$ cat src/rtl/rf_bank_req_queue.sv
// -----------------------------------------------------------------------------
// rf_bank_req_queue
//
// Purpose:
//   Request queue between the operand-collector dispatch stage and the four
//   register-file banks. Each dispatched instruction carries up to two operand
//   reads (A and B). Every valid operand becomes a {row, ocid} entry that is
//   pushed into the FIFO of the bank it lives in. Each bank then issues at most
//   one access per cycle. A CDB write-back to a bank takes that bank's slot,
//   and any pending read waits. Every issued read carries the OC id, so the
//   matching collector unit can capture the bank data.
//
// Ports:
//   clk, rst                 clock, asynchronous active-high reset
//   req_en                   dispatch request strobe
//   op_a_vld / op_b_vld      operand A / B present in the request
//   rowid_a, bankid_a        row / bank of operand A
//   rowid_b, bankid_b        row / bank of operand B
//   ocid                     destination collector unit
//   req_ready                registered: every FIFO has room for two pushes
//   wb_en, wb_bank, wb_row   CDB register write-back
//   bk_rd_vld[n]             read issued to bank n (one-cycle pulse)
//   bk_rd_row                bank n row in bits [3n+2:3n] (held when idle)
//   bk_rd_ocid               bank n OC tag in bits [2n+1:2n] (held when idle)
//   bk_wr_en[n]              write issued to bank n (one-cycle pulse)
//   bk_wr_row                write row
//   bk_bz[n]                 write took bank n's slot while a read was queued
// -----------------------------------------------------------------------------
module rf_bank_req_queue #(
    parameter int NBANK = 4,
    parameter int DEPTH = 4,
    parameter int ROWW  = 3
) (
    input  logic                   clk,
    input  logic                   rst,
    input  logic                   req_en,
    input  logic                   op_a_vld,
    input  logic                   op_b_vld,
    input  logic [ROWW-1:0]        rowid_a,
    input  logic [1:0]             bankid_a,
    input  logic [ROWW-1:0]        rowid_b,
    input  logic [1:0]             bankid_b,
    input  logic [1:0]             ocid,
    output logic                   req_ready,
    input  logic                   wb_en,
    input  logic [1:0]             wb_bank,
    input  logic [ROWW-1:0]        wb_row,
    output logic [NBANK-1:0]       bk_rd_vld,
    output logic [NBANK*ROWW-1:0]  bk_rd_row,
    output logic [NBANK*2-1:0]     bk_rd_ocid,
    output logic [NBANK-1:0]       bk_wr_en,
    output logic [ROWW-1:0]        bk_wr_row,
    output logic [NBANK-1:0]       bk_bz
);

    localparam int BIDW = 2;
    localparam int OCW  = 2;
    localparam int PW   = $clog2(DEPTH);
    localparam int CW   = PW + 1;
    localparam int EW   = ROWW + OCW;

    // A FIFO at or below this count can absorb the two pushes of one request.
    localparam logic [CW-1:0] READY_MAX = CW'(DEPTH - 2);

    logic              req_ready_q;
    logic              req_ready_d;
    logic              accept;
    logic [NBANK-1:0]  fits_d;
    logic [EW-1:0]     entry_a;
    logic [EW-1:0]     entry_b;

    logic [NBANK-1:0]  wr_en_q;
    logic [NBANK-1:0]  wr_en_d;
    logic [ROWW-1:0]   wr_row_q;
    logic [ROWW-1:0]   wr_row_d;

    // req_ready is a flop, so accepting a request depends only on registered
    // state. It does not depend on this cycle's pops or write-backs.
    assign accept  = req_en && req_ready_q;
    assign entry_a = {rowid_a, ocid};
    assign entry_b = {rowid_b, ocid};

    // -------------------------------------------------------------------------
    // Per-bank FIFO and issue slot
    // -------------------------------------------------------------------------
    genvar gi;
    generate
        for (gi = 0; gi < NBANK; gi++) begin : g_bank
            logic [EW-1:0]   mem_q [DEPTH];
            logic [PW-1:0]   rd_ptr_q;
            logic [PW-1:0]   rd_ptr_d;
            logic [PW-1:0]   wr_ptr_q;
            logic [PW-1:0]   wr_ptr_d;
            logic [CW-1:0]   count_q;
            logic [CW-1:0]   count_d;

            logic            push_a;
            logic            push_b;
            logic            wr_hit;
            logic            pop;
            logic [EW-1:0]   head;

            // Up to two writes per cycle. Port 0 takes the first push and
            // port 1 takes the second, so A lands ahead of B when they share
            // a bank.
            logic            we0;
            logic            we1;
            logic [PW-1:0]   wa0;
            logic [PW-1:0]   wa1;
            logic [EW-1:0]   wd0;

            logic            rd_vld_q;
            logic            rd_vld_d;
            logic [ROWW-1:0] rd_row_q;
            logic [ROWW-1:0] rd_row_d;
            logic [OCW-1:0]  rd_ocid_q;
            logic [OCW-1:0]  rd_ocid_d;
            logic            bz_q;
            logic            bz_d;

            assign head = mem_q[rd_ptr_q];

            always_comb begin
                push_a = accept && op_a_vld && (bankid_a == BIDW'(gi));
                push_b = accept && op_b_vld && (bankid_b == BIDW'(gi));
                wr_hit = wb_en && (wb_bank == BIDW'(gi));
                // A write-back owns the slot. The head entry stays queued.
                pop    = !wr_hit && (count_q != '0);

                we0 = push_a || push_b;
                we1 = push_a && push_b;
                wa0 = wr_ptr_q;
                wa1 = wr_ptr_q + PW'(1);
                wd0 = push_a ? entry_a : entry_b;

                wr_ptr_d = wr_ptr_q + PW'(push_a) + PW'(push_b);
                rd_ptr_d = rd_ptr_q + PW'(pop);
                count_d  = count_q + CW'(push_a) + CW'(push_b) - CW'(pop);

                rd_vld_d  = pop;
                rd_row_d  = rd_row_q;
                rd_ocid_d = rd_ocid_q;
                if (pop) begin
                    rd_row_d  = head[EW-1:OCW];
                    rd_ocid_d = head[OCW-1:0];
                end
                bz_d = wr_hit && (count_q != '0);
            end

            assign fits_d[gi] = (count_d <= READY_MAX);

            always_ff @(posedge clk or posedge rst) begin
                if (rst) begin
                    rd_ptr_q  <= '0;
                    wr_ptr_q  <= '0;
                    count_q   <= '0;
                    rd_vld_q  <= 1'b0;
                    rd_row_q  <= '0;
                    rd_ocid_q <= '0;
                    bz_q      <= 1'b0;
                end else begin
                    rd_ptr_q  <= rd_ptr_d;
                    wr_ptr_q  <= wr_ptr_d;
                    count_q   <= count_d;
                    rd_vld_q  <= rd_vld_d;
                    rd_row_q  <= rd_row_d;
                    rd_ocid_q <= rd_ocid_d;
                    bz_q      <= bz_d;
                end
            end

            // Entry storage needs no reset. Only slots between the read and
            // write pointers are ever observed, and reset collapses that range.
            always_ff @(posedge clk) begin
                if (we0) begin
                    mem_q[wa0] <= wd0;
                end
                if (we1) begin
                    mem_q[wa1] <= entry_b;
                end
            end

            assign bk_rd_vld[gi]                 = rd_vld_q;
            assign bk_rd_row[gi*ROWW +: ROWW]    = rd_row_q;
            assign bk_rd_ocid[gi*OCW +: OCW]     = rd_ocid_q;
            assign bk_bz[gi]                     = bz_q;
        end
    endgenerate

    // -------------------------------------------------------------------------
    // Write-back issue and request-ready flag
    // -------------------------------------------------------------------------
    always_comb begin
        wr_en_d  = '0;
        wr_row_d = wr_row_q;
        if (wb_en) begin
            wr_en_d  = NBANK'(1) << wb_bank;
            wr_row_d = wb_row;
        end
        // Ready is computed from next-state counts, so it is correct in the
        // same cycle the counts it describes become visible.
        req_ready_d = &fits_d;
    end

    always_ff @(posedge clk or posedge rst) begin
        if (rst) begin
            wr_en_q     <= '0;
            wr_row_q    <= '0;
            req_ready_q <= 1'b1;
        end else begin
            wr_en_q     <= wr_en_d;
            wr_row_q    <= wr_row_d;
            req_ready_q <= req_ready_d;
        end
    end

    assign bk_wr_en  = wr_en_q;
    assign bk_wr_row = wr_row_q;
    assign req_ready = req_ready_q;

endmodule

$ cat config.mk
export PLATFORM = sky130hd
export DESIGN_NAME = rf_bank_req_queue
export DESIGN_NICKNAME = d
export VERILOG_FILES = /design/src/rtl/rf_bank_req_queue.sv
export SDC_FILE = /design/constraint.sdc
export NUM_CORES = 1
export LEC_CHECK = 0
export BUFFER_PORTS_ARGS = -buffer_cell sky130_fd_sc_hd__buf_2
export CORE_UTILIZATION = 30
export DETAILED_ROUTE_END_ITERATION = 12
export SLEW_MARGIN = 20
export SYNTH_ARGS = -nofsm -noshare
export SYNTH_HDL_FRONTEND = slang
export SYNTH_SLANG_ARGS = --single-unit
export TNS_END_PERCENT = 5
$ cat constraint.sdc
create_clock -name clk -period 3.3 [get_ports clk]
set_clock_uncertainty 0.15 [all_clocks]
set_input_delay 0 -clock clk [delete_from_list [all_inputs] [get_ports clk]]
set_output_delay 0 -clock clk [all_outputs]
set_load 0.02 [all_outputs]
==> impl_metrics.json <==
{
  "outcome": "finished clean",
  "critical_path.startpoint_type": "input pin",
  "endpoint_kind": "flip-flop",
  "die_w_um": 151.7,
  "fin_cells": 789,
  "post-route-min-period_ps": 3004,
  "place_congestion": 0.7849,
  "grt_max_degree": 25,
  "post_cts_buffers": 0,
  "antenna_found_initial": 0,
  "synth_area_um2": 6724,
  "critPathMaxFanout": 8,
  "synth_compound_area_share_pct": 5.229,
  "worstPathRequired_ps": 3510,
  "dieArea_um2": 23020,
  "fill_cells": 2063,
  "synth_top_family_by_area": "multiplexers",
  "grt_pass1_vias": 3956,
  "ys.flop_type": "edfxtp_1",
  "grt-ovfl-total": 0,
  "placedCellCount": 736,
  "holdWs_ps": 17.80,
  "drt_pass1_iterations": 4,
  "synth_cell_type_count": 50,
  "cts_tree": "yes",
  "p_leak_nw": 3.069,
  "ir_drop_v": 0.0002714,
  "diodes": 0,
  "h-tree-depth": 4,
  "fmax_mhz": 332.9,
  "wl_um": 13070,
  "syn-mean-instance-area_um2": 16.12,
  "drt_iter0_markers": 179,
  "hold_viol_final": 0,
  "drv_cap": 0,
  "grt_setup_unrepaired": "false",
  "period_share_pct": 91.03,
  "io-pin-count": 59,
  "clockBufferDepth": 2,
  "clock_latency_ps": 410,
  "yosysSeqAreaShare_pct": 59.56,
  "drv_slew": 0,
  "hold_path.class": "in -> reg",
  "synthesis.nets": 460,
  "synth_edf_count": 80,
  "critPathBufInv": 4,
  "yosysWarningCount": 0,
  "cts_sinks": 144,
  "grt_pass1_wl_um": 21250,
  "syn_inst": 417,
  "portBuffers": 58,
  "cp_slowest_cell": "nor2_1",
  "setup_tns_ps": 0,
  "final_common_cell": "edfxtp_1",
  "synthMuxAreaShare_pct": 19.09,
  "async_reset_ff_share_pct": 44.44,
  "final_antenna_net_count": 0,
  "avgRoutedWirePerCell_um": 16.56,
  "path_cells": "dlygate4sd3_1, buf_2, and3_1, nor2_1, ha_1, inv_1, fa_1, inv_1, fa_1, xnor2_1, xnor2_1, a221oi_1, and3_1",
  "setup_ws_ps": 295.9,
  "die_y_um": 151.7,
  "fin_nets": 539,
  "clock-root-buffer": "clkbuf_16",
  "worst_pin_slew_ps": 851.1,
  "drc": 0,
  "place_ws_ps": 273.2,
  "ys_ff_latch": 144,
  "relSlewSlack_pct": 42.78,
  "viasPerCell": 4.583,
  "final_layout_size_suffix_gt1_share_pct": 42.04,
  "hpwl_um": 9695,
  "crit_type": "in -> reg",
  "numCtsBuffers": 17,
  "rows": 54,
  "area_delta_synth_final_pct": 20.38,
  "start_util_pct": 30.72,
  "finalSetupViolCount": 0,
  "synth_xor_area_share_pct": 2.084,
  "core_um2": 21890,
  "power_mw": 6.220,
  "mostFrequentLayoutCells": "edfxtp_1 (80), dfrtp_1 (63), mux2_2 (62)",
  "critPathArrivalTime_ps": 3210,
  "synthAdderAreaFrac_pct": 5.359,
  "critPathTopFamily": "simple AND/OR/NAND/NOR gates",
  "num_vias": 3616,
  "clkTransAtPathRegs_ps": 60,
  "cp_slowest_stage_delay_ps": 600,
  "synth-simple-area-share_pct": 4.689,
  "powerDensity_nw_per_um2": 768.5,
  "grt_usage_pct": 12.39
}
[cell usage after synthesis (2+ instances only)]
cell type   n  area (µm²)
nor3_1      7       35.03
mux4_2     20       450.4
a31oi_4     6       127.6
ha_1        8       100.1
and2_1      2       12.51
o31ai_1     4       30.03
fa_1       12       240.2
a21oi_1     4       20.02
buf_4       9       67.56
edfxtp_1   80        2402
nand4_1     5       31.28
nor2b_1     4       25.02
nand3_1     4       20.02
clkbuf_1   16       60.06
xnor2_1    11       96.34
a21oi_2     2       17.52
nor2_1     13       48.80
maj3_1      2       20.02
xor2_1      5       43.79
mux2_4      9       135.1
mux2_2     62       698.2
o21ai_2     2       17.52
o21ai_0     6       30.03
o31ai_4     2       42.54
nand2_1     7       26.28
o21ai_1     2       10.01
inv_1      26       97.59
dfrtp_1    63        1577
and3_1      3       18.77
[final cells by class]
| class | instances | area (µm²) | area share (%) |
|---|---|---|---|
| Clock buffer | 21 | 503.0 | 6.214 |
| Clock inverter | 11 | 100.1 | 1.237 |
| Inverter | 29 | 123.9 | 1.530 |
| Multi-Input combinational cell | 217 | 2451 | 30.28 |
| Sequential cell | 144 | 4005 | 49.48 |
| Tap cell | 280 | 350.3 | 4.328 |
| Timing Repair Buffer | 87 | 560.5 | 6.925 |
[sequential cells by signal, summed over array words and instances (netlist names), 4 cells and up]
signal and cells:
g_bank.mem_q 80, g_bank.count_q 12, g_bank.rd_row_q 12, g_bank.rd_ocid_q 8, g_bank.rd_ptr_q 8, g_bank.wa0 8, bk_wr_en 4, g_bank.bz_q 4
g_bank.rd_vld_q 4
[path summary, 6_finish.rpt]
check	to	from	slack, ps	cells past startpoint
worst max-delay path	req_ready$_DFF_PP1_	wb_bank[1]	300	13
max in group asynchronous	req_ready$_DFF_PP1_	rst	1750	5
worst min register to register	g_bank[0].rd_row_q[0]$_DFFE_PP0P_	g_bank[0].rd_row_q[0]$_DFFE_PP0P_	350	1
worst max register to register	req_ready$_DFF_PP1_	g_bank[2].count_q[1]$_DFF_PP0_	320	11
min in group asynchronous	bk_wr_row[1]$_DFFE_PP0P_	rst	540	4
worst min-delay path	g_bank[0].mem_q[2][4]$_DFFE_PP_	rowid_a[2]	20	2
[layer usage]
layer	track usage, %	wire length [µm]	part of all wire, %	vias to the layer above
li1	-	-	-	1692
met1	14.36	5560	43	1862
met2	22.14	6975	53	49
met3	2.964	379	2.9	13
met4	4.406	154	1.2	0
met5	0	0	0	-
[power breakdown]
part / internal, mW / total [mW] / switching [mW]
clock network: 1.17 / 1.91 / 0.746
logic: 0.844 / 1.69 / 0.849
registers: 2.25 / 2.61 / 0.363
[per-stage QoR]
stage               utilization (%)  cell area, µm²
floorplan                         -            6724
global placement              33.26            7281
detailed placement            33.26            7281
CTS                           36.97            8094
global route                  36.97            8094
finish                        36.97            8094
[repair_timing]
item | CTS | global route
gates resized for setup | 0 | 0
setup endpoints to repair | 0 | 0
hold buffers | 21 | 0
hold endpoints to repair | 121 | 0
[kinds of logic after synthesis]
logic type               count (synthesis)
AO/OA/AOI/OAI                           34
flip-flops                             144
multiplexers                            91
adder cells (fa/ha/maj)                 22
XOR/XNOR                                16
AND/OR/NAND/NOR                         54
buffers and inverters                   56
[worst reg2reg max path, delay by kind of cell (launching register included)]
kind,cells,cell delay [ps]
xor+xnor,2,300
fa+ha+maj,3,900
buf+inv,2,120
flops,1,410
simple gates,4,1050
Note: power is estimated with default switching activity, not from simulation.
